**src/rtl/mult_result_fifo.sv**
```systemverilog
// Result buffer behind the bit-serial multiplier: captures each finished product
// into a first-word-fall-through FIFO and hands results out over valid/ready.
module mult_result_fifo #(
    parameter int NB_DATA = 4,
    parameter int DEPTH   = 4
) (
    input  logic                    i_clk,
    input  logic                    i_rst_n,
    input  logic                    i_mult_done,
    input  logic [2*NB_DATA-1:0]    i_product,
    output logic [2*NB_DATA-1:0]    o_data,
    output logic                    o_valid,
    input  logic                    i_ready,
    output logic                    o_full,
    output logic                    o_empty,
    output logic [$clog2(DEPTH):0]  o_count,
    output logic                    o_overflow,
    input  logic                    i_clr_ovf
);

    localparam int NB_PROD = 2 * NB_DATA;
    localparam int NB_PTR  = $clog2(DEPTH);
    localparam int NB_CNT  = NB_PTR + 1;

    localparam logic [NB_PTR-1:0] PTR_ONE   = NB_PTR'(1);
    localparam logic [NB_CNT-1:0] CNT_ONE   = NB_CNT'(1);
    localparam logic [NB_CNT-1:0] CNT_DEPTH = NB_CNT'(DEPTH);

    logic [NB_PROD-1:0] mem [DEPTH];
    logic [NB_PTR-1:0]  wr_ptr;
    logic [NB_PTR-1:0]  rd_ptr;
    logic [NB_CNT-1:0]  count;
    logic               overflow;
    logic               push;
    logic               pop;
    logic               drop;

    always_comb begin
        o_empty = (count == '0);
        o_full  = (count == CNT_DEPTH);
        o_valid = !o_empty;
        pop     = o_valid && i_ready;
        // A pop in the same cycle frees the slot, so a full FIFO can still accept.
        push    = i_mult_done && (!o_full || pop);
        drop    = i_mult_done && o_full && !pop;
        o_data  = o_valid ? mem[rd_ptr] : '0;
        o_count = count;
        o_overflow = overflow;
    end

    always_ff @(posedge i_clk or negedge i_rst_n) begin
        if (!i_rst_n) begin
            wr_ptr   <= '0;
            rd_ptr   <= '0;
            count    <= '0;
            overflow <= 1'b0;
        end else begin
            if (push) begin
                wr_ptr <= wr_ptr + PTR_ONE;
            end
            if (pop) begin
                rd_ptr <= rd_ptr + PTR_ONE;
            end
            if (push && !pop) begin
                count <= count + CNT_ONE;
            end else if (pop && !push) begin
                count <= count - CNT_ONE;
            end
            // A drop in the clearing cycle keeps the flag set.
            if (drop) begin
                overflow <= 1'b1;
            end else if (i_clr_ovf) begin
                overflow <= 1'b0;
            end
        end
    end

    always_ff @(posedge i_clk) begin
        if (push) begin
            mem[wr_ptr] <= i_product;
        end
    end

endmodule

```
**config.mk**
```make
export PLATFORM = sky130hd
export DESIGN_NAME = mult_result_fifo
export DESIGN_NICKNAME = d
export VERILOG_FILES = /design/src/rtl/mult_result_fifo.sv
export SDC_FILE = /design/constraint.sdc
export NUM_CORES = 1
export LEC_CHECK = 0
export ABC_AREA = 1
export CAP_MARGIN = 10
export CORE_MARGIN = 2
export CORE_UTILIZATION = 49
export CTS_CLUSTER_SIZE = 16
export DETAILED_ROUTE_END_ITERATION = 10
export PLACE_DENSITY = 0.82
export SYNTH_ARGS = -nofsm -noshare
export SYNTH_HDL_FRONTEND = slang
export SYNTH_SLANG_ARGS = --single-unit
```
**constraint.sdc**
```tcl
create_clock -name i_clk -period 2 [get_ports i_clk]
set_input_delay 0.2 -clock i_clk [delete_from_list [all_inputs] [get_ports i_clk]]
set_output_delay 0.2 -clock i_clk [all_outputs]
set_load 0.02 [all_outputs]
```
==> After elaboration in Yosys (flattened, before gate mapping) <==
Memories as Yosys holds them, arrays and structs flattened.
Index checks and enable logic that the tools add are counted.
{ "op_classes": {"n_addsub": 4, "mul": 0, "n_div": 0, "order_cmp": 0, "n_eq_ne": 1, "shift": 0, "muxes": 7, "bitwise_logic": 0, "reduce_logical": 14} }
{ "ops": {"columns": ["cell", "n"], "rows": [
  ["8-bit 2-to-1 mux", 1],
  ["1-bit logical AND", 6],
  ["3-bit 2-to-1 mux", 2],
  ["2-bit by 1-bit adder with 2-bit output, second input constant", 2],
  ["1-bit zero test", 4],
  ["1-bit 2-to-1 mux", 4],
  ["2-bit nonzero test", 2],
  ["3-bit by 1-bit adder with 3-bit output, second input constant", 1],
  ["3-bit equality test, second input constant", 1],
  ["3-bit zero test", 1],
  ["3-bit by 1-bit subtractor with 3-bit output, second input constant", 1],
  ["1-bit logical OR", 1]
]} }
{ "totals": {"reg_bits": 8, "latch_bits": 0, "mem_bits_rw": 32, "mem_bits_ro": 0, "input_bits": 13, "out_inout_bits": 15, "wordCells": 31, "n_memories": 1} }
{ "memory_table": {"columns": ["memory", "depth", "word_bits", "read_ports", "rd_ports_with_merged_regs", "write_ports", "line_no", "source"], "rows": [
  ["mem", 4, 8, 1, 0, 1, "29", "logic [NB_PROD-1:0] mem [DEPTH];"]
]} }

==> Logic depth before layout (Yosys ltp) <==
Gate-level depths: netlist of run 1.
{ "logic_depth": {"depth_word": 9, "ltp_mapped": 12} }

==> Worst setup path after synthesis of run 1 <==
Ideal clock, no wire load.
{ "synth_path": {"path_kind": "register to register", "start": "register count[0], in the netlist o_count[0]", "end": "register count[2], in the netlist o_count[2]", "setup_time_ns": 0.117, "arrival_ns": 1.826, "slack_ns": 0.056, "path_stages_with_launch": 11, "synth_period_minus_slack_ns": 1.944, "cell_sequence": "dfrtp_1 > nor2_1 > nand2_2 > nand2_1 > ha_1 > inv_1 > fa_1 > nand2_1 > nand3_1 > nand2_1 > nand2_1"} }
{ "synth_between": {"elab_chain_cells": 8, "elab_cells_between_ends": 16} }
{ "synth_rtl": {"columns": ["item", "line_no", "source"], "rows": [
  ["from (decl)", "32", "logic [NB_CNT-1:0] count;"],
  ["from (signal assigned)", "65", "count <= count + CNT_ONE;"],
  ["from (signal assigned)", "67", "count <= count - CNT_ONE;"],
  ["3-bit zero test (*)", "39", "o_empty = (count == '0);"],
  ["1-bit zero test (*)", "41", "o_valid = !o_empty;"],
  ["via o_valid", "12", "output logic o_valid,"],
  ["1-bit logical AND (*)", "42", "pop = o_valid && i_ready;"],
  ["1-bit logical OR", "44", "push = i_mult_done && (!o_full || pop);"],
  ["1-bit logical AND", "44", null],
  ["1-bit zero test", "66", "end else if (pop && !push) begin"],
  ["1-bit logical AND", "66", null],
  ["2-bit nonzero test (no line)", null, null]
]} }
The timed path passes the listed nets; every way through them passes the cells marked *. The select of a mux whose other input is x is not followed.
A chain may end at the register's enable or synchronous reset.

==> Final worst setup path of run 1 <==
{ "layout_path": {"start": "register count[0], in the netlist o_count[0]", "end": "output port o_full"} }
{ "layout_between": {"elab_chain_cells": 1} }
{ "layout_rtl": {"columns": ["item", "line_no", "source"], "rows": [
  ["3-bit equality test", "40", "o_full = (count == CNT_DEPTH);"],
  ["to (decl)", "14", "output logic o_full,"]
]} }
Every way passes these cells.

==> parameters.txt, run 1 <==
Parameter                              Value

Setup path
  Arrival time of data at the critical path endpoint ... 1660 ps
  Critical Path, Cell by Cell ... buf_4 -> nor3_1 -> clkdlybuf4s50_1
  Endpoint of the worst-slack reg-to-reg timing path ... o_count[2]$_DFFE_PN0P_
  Worst path max stage delay ... 640 ps
  Maximum net fanout on the critical path ... 4
  Worst setup SP type ... register
  Length in cells of the worst reg-to-reg path ... 10
  CP max stage cell ... sky130_fd_sc_hd__clkdlybuf4s50_1
  Worst setup EP type ... output port
  Reg2Reg Launch Point ... o_count[0]$_DFFE_PN0P_
  Data required time at the worst endpoint ... 1800 ps
  Worst R2R Setup Slack ... 190 ps
  Path type of the worst setup path ... register to output port

Die
  Floorplan row count ... 22
  Die span in y ... 66.08 µm
  Num ports ... 28
  Floorplan die area ... 4366 µm²
  Horizontal die dimension ... 66.08 µm
  Initial Util ... 51.19%
  Core region area ... 3689 µm²

STA
  Post-route setup TNS ... 0 ps
  Total of endpoints with negative setup slack in the final report ... 0
  Final critical-path required period ... 1864 ps
  Relative slew slack ... 74.64%
  Peak clock frequency supported by timing ... 536.4 MHz
  Max Transition Viols Final ... 0
  Setup Skew ... 3.859 ps
  Setup repair after global routing missed its margin ... false
  Worst slew pin tran ... 379.1 ps
  Final clock period utilization by the worst path ... 93.21%
  Fin. Hold Viols ... 0

GRT
  Antenna violations before repair ... 0
  Via count of the first global-routing pass ... 1170
  Global-route wire length before repair ... 5257 µm
  Maximum number of pins on one net before global-route repair ... 18
  Total overflow reported by the global router ... 0
  GRT Total Usage ... 16.68%

Clocking
  Buffers inserted during post-CTS setup optimization ... 0
  TritonCTS clock tree ... yes
  Maximum buffer depth of the clock tree ... 2
  Clk Latency, worst-skew pair ... 290 ps
  Library cell used as clock root buffer ... sky130_fd_sc_hd__clkbuf_8
  H-tree levels ... 2
  Number of clock sinks seen by CTS ... 40
  Cts-stage hold buffer count ... 0
  Number of buffers added by the clock tree synthesis step ... 5
  CTS clock-pin slew for the worst setup and hold paths ... 80 ps

Synthesis
  Synth Cell Area ... 1888 µm²
  Part of the Yosys area used for sequential elements ... 61.50%
  Leading post-synthesis cells by cell area ... sky130_fd_sc_hd__edfxtp_1, sky130_fd_sc_hd__dfrtp_1, sky130_fd_sc_hd__inv_1, sky130_fd_sc_hd__nand2_1, sky130_fd_sc_hd__nand3_1
  YS warnings ... 0
  Average size of a mapped cell ... 10.04 µm²
  Gate count of the mapped netlist ... 188
  Post-synth top area share ... 50.89%
  Flip-flop and latch count after synthesis ... 40
  Cell type contributing the most total cell area after synthesis ... sky130_fd_sc_hd__edfxtp_1
  Distinct cell type count after synthesis ... 22
  Nets in the synthesized netlist ... 207

Power
  Peak supply drop ... 648.3 µV
  Reported leakage power ... 1.108 nW
  Cell area power density ... 1468 nW/µm²

Final layout
  Core Util, Final ... 63.84%
  Fraction of layout instances using a drive strength above 1 ... 11.79%
  Area delta synth->final ... 24.72%
  Storage cell area ... 1161 µm²
  Area of combinational cells with multiple inputs ... 495.5 µm²
  Final net count ... 247
  Antenna cell count ... 0
  Fillers ... 308

Detailed routing
  DRC ... 0
  Average via count per standard cell ... 4.671
  Drt initial violations ... 51
  Sum of routed wire length over all layers ... 3273 µm
  Final routed wire length divided by cell count ... 11.82 µm
  Detailed-routing iteration count for the pre-antenna-repair pass ... 4
  Via Count ... 1294
  Antenna viol nets, final ... 0

Outcome
  Status ... completed

Hold path
  Hold Crit Class ... input pin to asynchronous set/reset pin

Placement
  Global placer's final weighted congestion ... 0.6733
  Port Buffer Count ... 27
  Estimated wirelength of the detail-placed design ... 2203 µm

Run
  Max-cap violations ... 0
[final cells by class]
| type | count | area share, % |
|---|---|---|
| Inverter | 49 | 8.023 |
| Clock inverter | 3 | 1.966 |
| Tap cell | 48 | 2.550 |
| Sequential cell | 40 | 49.31 |
| Timing Repair Buffer | 37 | 14.19 |
| Clock buffer | 5 | 2.922 |
| Multi-Input combinational cell | 95 | 21.04 |
[repair_timing]
| action | in CTS | in global routing |
|---|---|---|
| endpoints found under the setup margin | 9 | 1 |
| pin swaps | 0 | 0 |
| gates resized for setup | 10 | 1 |
| gates cloned | 0 | 0 |
[cells by family after synthesis]
| family | after synthesis | synth area share [%] |
|---|---|---|
| AO/OA/AOI/OAI | 10 | 2.717 |
| buffers and inverters | 53 | 12.39 |
| flip-flops | 40 | 61.50 |
| XOR/XNOR | 2 | 0.9279 |
| AND/OR/NAND/NOR | 77 | 18.09 |
| adder cells (fa/ha/maj) | 6 | 4.374 |
[cell usage after synthesis, drive strengths merged]
master  number
inv         49
nand2       49
edfxtp      32
nand3       21
a21oi        8
dfrtp        8
ha           5
nor2         5
buf          3
xnor2        2
clkbuf       1
fa           1
nand4        1
nor3         1
o21ai        1
o22ai        1
[power breakdown]
group / switching (mW) / total [mW] / internal (mW)
Combinational: 0.977 / 1.61 / 0.629
Sequential: 0.0937 / 1.19 / 1.10
Clock: 0.281 / 0.657 / 0.376
[worst max-delay path by stage]
| stage | from | end | cells after the start |
|---|---|---|---|
| 2_1_floorplan | o_count[0]$_DFFE_PN0P_ | o_count[2]$_DFFE_PN0P_ | 10 |
| 3_3_place_gp | i_ready | o_count[2]$_DFFE_PN0P_ | 12 |
| 3_5_place_dp | i_ready | o_count[2]$_DFFE_PN0P_ | 12 |
| 4_1_cts | o_count[0]$_DFFE_PN0P_ | o_count[2]$_DFFE_PN0P_ | 10 |
| 5_1_grt | o_count[0]$_DFFE_PN0P_ | o_full | 3 |
| 6_report | o_count[0]$_DFFE_PN0P_ | o_full | 3 |
[per-stage QoR]
stage | total power, mW | instances | setup slack (ps) | instance area (µm²) | hold WS [ps]
after floorplan | 2.278 | 188 | 56.06 | 1888 | -95.59
after global placement | 2.881 | 269 | 92.54 | 2248 | 510.7
after detailed placement | 2.922 | 269 | 11.01 | 2248 | 510.9
after CTS | 3.483 | 277 | 123.3 | 2352 | 192.1
after global routing | 3.685 | 277 | 49.96 | 2355 | 222.4
final | 3.456 | 277 | 135.8 | 2355 | 190.1
[critical path, delay by kind of cell, from the launching register on]
kind | cells | cell delay, ps
AND/OR/NAND/NOR | 1 | 180
buffers and inverters | 2 | 800
flip-flops | 1 | 400
[state kept, by name, indices dropped and copies added, names as in the netlist]
signal,flops
o_count,3
wr_ptr,2
rd_ptr,2
mem,32
o_overflow,1
[layout by cell type, fill, tap and decap left out, types with 4 or more instances in the layout]
| cell type | instances |
|---|---|
| sky130_fd_sc_hd__inv_1 | 46 |
| sky130_fd_sc_hd__nand2_1 | 46 |
| sky130_fd_sc_hd__edfxtp_1 | 32 |
| sky130_fd_sc_hd__nand3_1 | 19 |
| sky130_fd_sc_hd__clkdlybuf4s50_1 | 18 |
| sky130_fd_sc_hd__buf_4 | 10 |
| sky130_fd_sc_hd__dlygate4sd2_1 | 9 |
| sky130_fd_sc_hd__a21oi_1 | 8 |
| sky130_fd_sc_hd__dfrtp_1 | 8 |
| sky130_fd_sc_hd__ha_1 | 5 |
| sky130_fd_sc_hd__clkbuf_8 | 5 |
| sky130_fd_sc_hd__nor2_1 | 4 |
[per-layer routing]
layer	track usage (%)	wire length [µm]
met2	28.66	1649
met5	0	0
met4	7.653	73
met3	3.066	161
met1	20.39	1388
Power figures use the tool's default switching activity.
==> inputs of run 2 (changes only) <==
CTS_BUF_LIST = sky130_fd_sc_hd__clkbuf_4 sky130_fd_sc_hd__clkbuf_8   (was unset)
==> results of run 2 <==
No change in the layout: final DEF, timing and power equal those of run 1.
==> inputs of run 3 (changes only) <==
PLACE_DENSITY = 0.73   (was 0.82)
SETUP_SLACK_MARGIN = 0.5   (was unset)
==> run 3 against run 2 <==
Compared with the run above:
- sequential share of layout area shrank 4.3 points
- power increased by 15%
- sequential power about the same
- register-to-register slack better by 140 ps
- via count increased by 3.2%
- clock power grew 0.6%
- die area unchanged
- worst setup slack gained 190 ps
- hold slack better by 5.5 ps
- largest cell class unchanged
==> parameters.txt, run 3 (synthesized netlist as in run 1, its figures left out) <==
Parameter                              Value

Setup path
  Maximum net fanout on the critical path ... 4
  Worst setup SP type ... register
  Data required time at the worst endpoint ... 2180 ps
  Length in cells of the worst reg-to-reg path ... 10
  Path type of the worst setup path ... register to register
  Worst setup EP type ... register
  Arrival time of data at the critical path endpoint ... 1850 ps

Final layout
  Finished Cell Area ... 2591 µm²
  Area delta synth->final ... 37.24%
  Fillers ... 267
  Final net count ... 257
  Area of combinational cells with multiple inputs ... 626.9 µm²
  Fraction of layout instances using a drive strength above 1 ... 30.96%
  Antenna cell count ... 0
  Leading cell types in the layout, fill and taps excluded ... sky130_fd_sc_hd__inv_1, sky130_fd_sc_hd__nand2_1, sky130_fd_sc_hd__edfxtp_1
  Storage cell area ... 1166 µm²
  Number of flip-flops under the largest register name ... 32
  Most common library cell in the layout ignoring fill and taps ... sky130_fd_sc_hd__inv_1
  Register with the highest flop count ... mem
  Non-filler cells in the finished layout ... 287

Clocking
  Number of clock sinks seen by CTS ... 40
  Clk Latency, worst-skew pair ... 300 ps
  Number of buffers added by the clock tree synthesis step ... 5
  CTS clock-pin slew for the worst setup and hold paths ... 70 ps
  H-tree levels ... 2
  Cts-stage hold buffer count ... 0
  TritonCTS clock tree ... yes
  Maximum buffer depth of the clock tree ... 2
  Library cell used as clock root buffer ... sky130_fd_sc_hd__clkbuf_8

Hold path
  Hold Crit Class ... input pin to asynchronous set/reset pin

Placement
  Port Buffer Count ... 27
  Pre-CTS setup slack ... 90.49 ps
  Post-Place Cell Area ... 2273 µm²
  Number of cells in the design after placement ... 267
  Estimated wirelength of the detail-placed design ... 2100 µm
  Global placer's final weighted congestion ... 0.7206

STA
  Post-route setup TNS ... 0 ps
  Worst setup margin ... 328.2 ps
  Total of endpoints with negative setup slack in the final report ... 0
  Final critical-path required period ... 1672 ps
  Max Transition Viols Final ... 0
  Fin. Hold Viols ... 0
  Peak clock frequency supported by timing ... 598.2 MHz
  Setup Skew ... 8.995 ps
  Setup repair after global routing missed its margin ... true
  Final clock period utilization by the worst path ... 83.59%
  Relative slew slack ... 73.69%
  Worst slew pin tran ... 393.4 ps

GRT
  Via count of the first global-routing pass ... 1214
  Global-route wire length before repair ... 5692 µm
  Total overflow reported by the global router ... 0
  Maximum number of pins on one net before global-route repair ... 18
  GRT Total Usage ... 18.58%
  Antenna violations before repair ... 0

Power
  Peak supply drop ... 875.9 µV
  Net Sw Power ... 1.614 mW
  Clock Power Share ... 16.6%
  Proportion of power drawn by flip-flops and latches ... 30.7%
  Reported leakage power ... 1.198 nW
  Combinational Power Share ... 52.7%
  Cell area power density ... 1535 nW/µm²
  Total internal power ... 2.364 mW
  Switching part of the total ... 40.57%

Detailed routing
  Via Count ... 1335
  DRC ... 0
  Antenna viol nets, final ... 0
  Final routed wire length divided by cell count ... 13.09 µm
  Average via count per standard cell ... 4.652
  Sum of routed wire length over all layers ... 3756 µm
  Drt initial violations ... 49
  Detailed-routing iteration count for the pre-antenna-repair pass ... 4

Run
  Max-cap violations ... 0

Die
  Horizontal die dimension ... 66.08 µm
  Die span in y ... 66.08 µm
  Initial Util ... 51.19%
  Core region area ... 3689 µm²
  Floorplan die area ... 4366 µm²
  Floorplan row count ... 22
  Num ports ... 28

Outcome
  Status ... completed
==> run 3: critical path: stages, from the launching register on <==
cell	delay, ps
sky130_fd_sc_hd__dfrtp_2	430
sky130_fd_sc_hd__nor2_4	170
sky130_fd_sc_hd__nand2_4	90
sky130_fd_sc_hd__nand2_4	80
sky130_fd_sc_hd__ha_4	150
sky130_fd_sc_hd__inv_4	40
sky130_fd_sc_hd__fa_2	340
sky130_fd_sc_hd__inv_1	60
sky130_fd_sc_hd__nand2_1	60
sky130_fd_sc_hd__nand4_1	80
sky130_fd_sc_hd__nand2_1	70
==> run 3: routing by layer <==
layer | routed length (µm) | track usage [%]
met1 | 1625 | 24.48
met2 | 1887 | 29.42
met3 | 168 | 5.111
met4 | 74 | 7.143
met5 | 0 | 0
==> run 3: per-stage QoR <==
| stage | util (%) | hold slack [ps] | power (mW) |
|---|---|---|---|
| floorplan | - | -95.59 | 2.337 |
| global placement | 61.64 | 516.4 | 2.927 |
| detailed placement | 61.64 | 513.0 | 2.948 |
| CTS | 67.30 | 201.4 | 3.758 |
| global route | 70.25 | 217.2 | 4.236 |
| finish | 70.25 | 195.7 | 3.978 |
==> run 3: final timing paths <==
check / start / endpoint / slack, ps
worst max-delay path: o_count[1]$_DFFE_PN0P_ / o_count[2]$_DFFE_PN0P_ / 330
worst min-delay path: i_rst_n / rd_ptr[1]$_DFFE_PN0N_ / 200
worst max register to register: o_count[1]$_DFFE_PN0P_ / o_count[2]$_DFFE_PN0P_ / 330
worst min register to register: o_overflow$_DFFE_PN0P_ / o_overflow$_DFFE_PN0P_ / 530
max in group asynchronous: i_rst_n / o_count[0]$_DFFE_PN0P_ / 1500
min in group i_clk: i_clr_ovf / o_overflow$_DFFE_PN0P_ / 490
==> run 3: area by class of cell <==
class,count,share of cell area (%)
multi-input combinational,95,24.19
timing repair buffer,46,15.64
sequential,40,45.00
inverter,49,7.967
clock buffer,5,2.656
tap,48,2.318
clock inverter,3,1.787
timing repair inverter,1,0.4346
==> run 3: power groups by stage <==
| stage | combinational [mW] | sequential, mW | clock (mW) |
|---|---|---|---|
| 5_1_grt | 2.28 | 1.24 | 0.713 |
| 4_1_cts | 1.88 | 1.22 | 0.664 |
| 2_1_floorplan | 1.08 | 1.26 | 0 |
| 3_3_place_gp | 1.69 | 1.24 | 0 |
| 3_5_place_dp | 1.71 | 1.24 | 0 |
| 6_report | 2.10 | 1.22 | 0.661 |
==> run 3: what timing repair did <==
| action | CTS | global route |
|---|---|---|
| setup buffers | 7 | 3 |
| setup endpoints to repair | 16 | 13 |
| resized for setup | 70 | 24 |
| gates cloned | 1 | 1 |
| pin swaps | 11 | 7 |
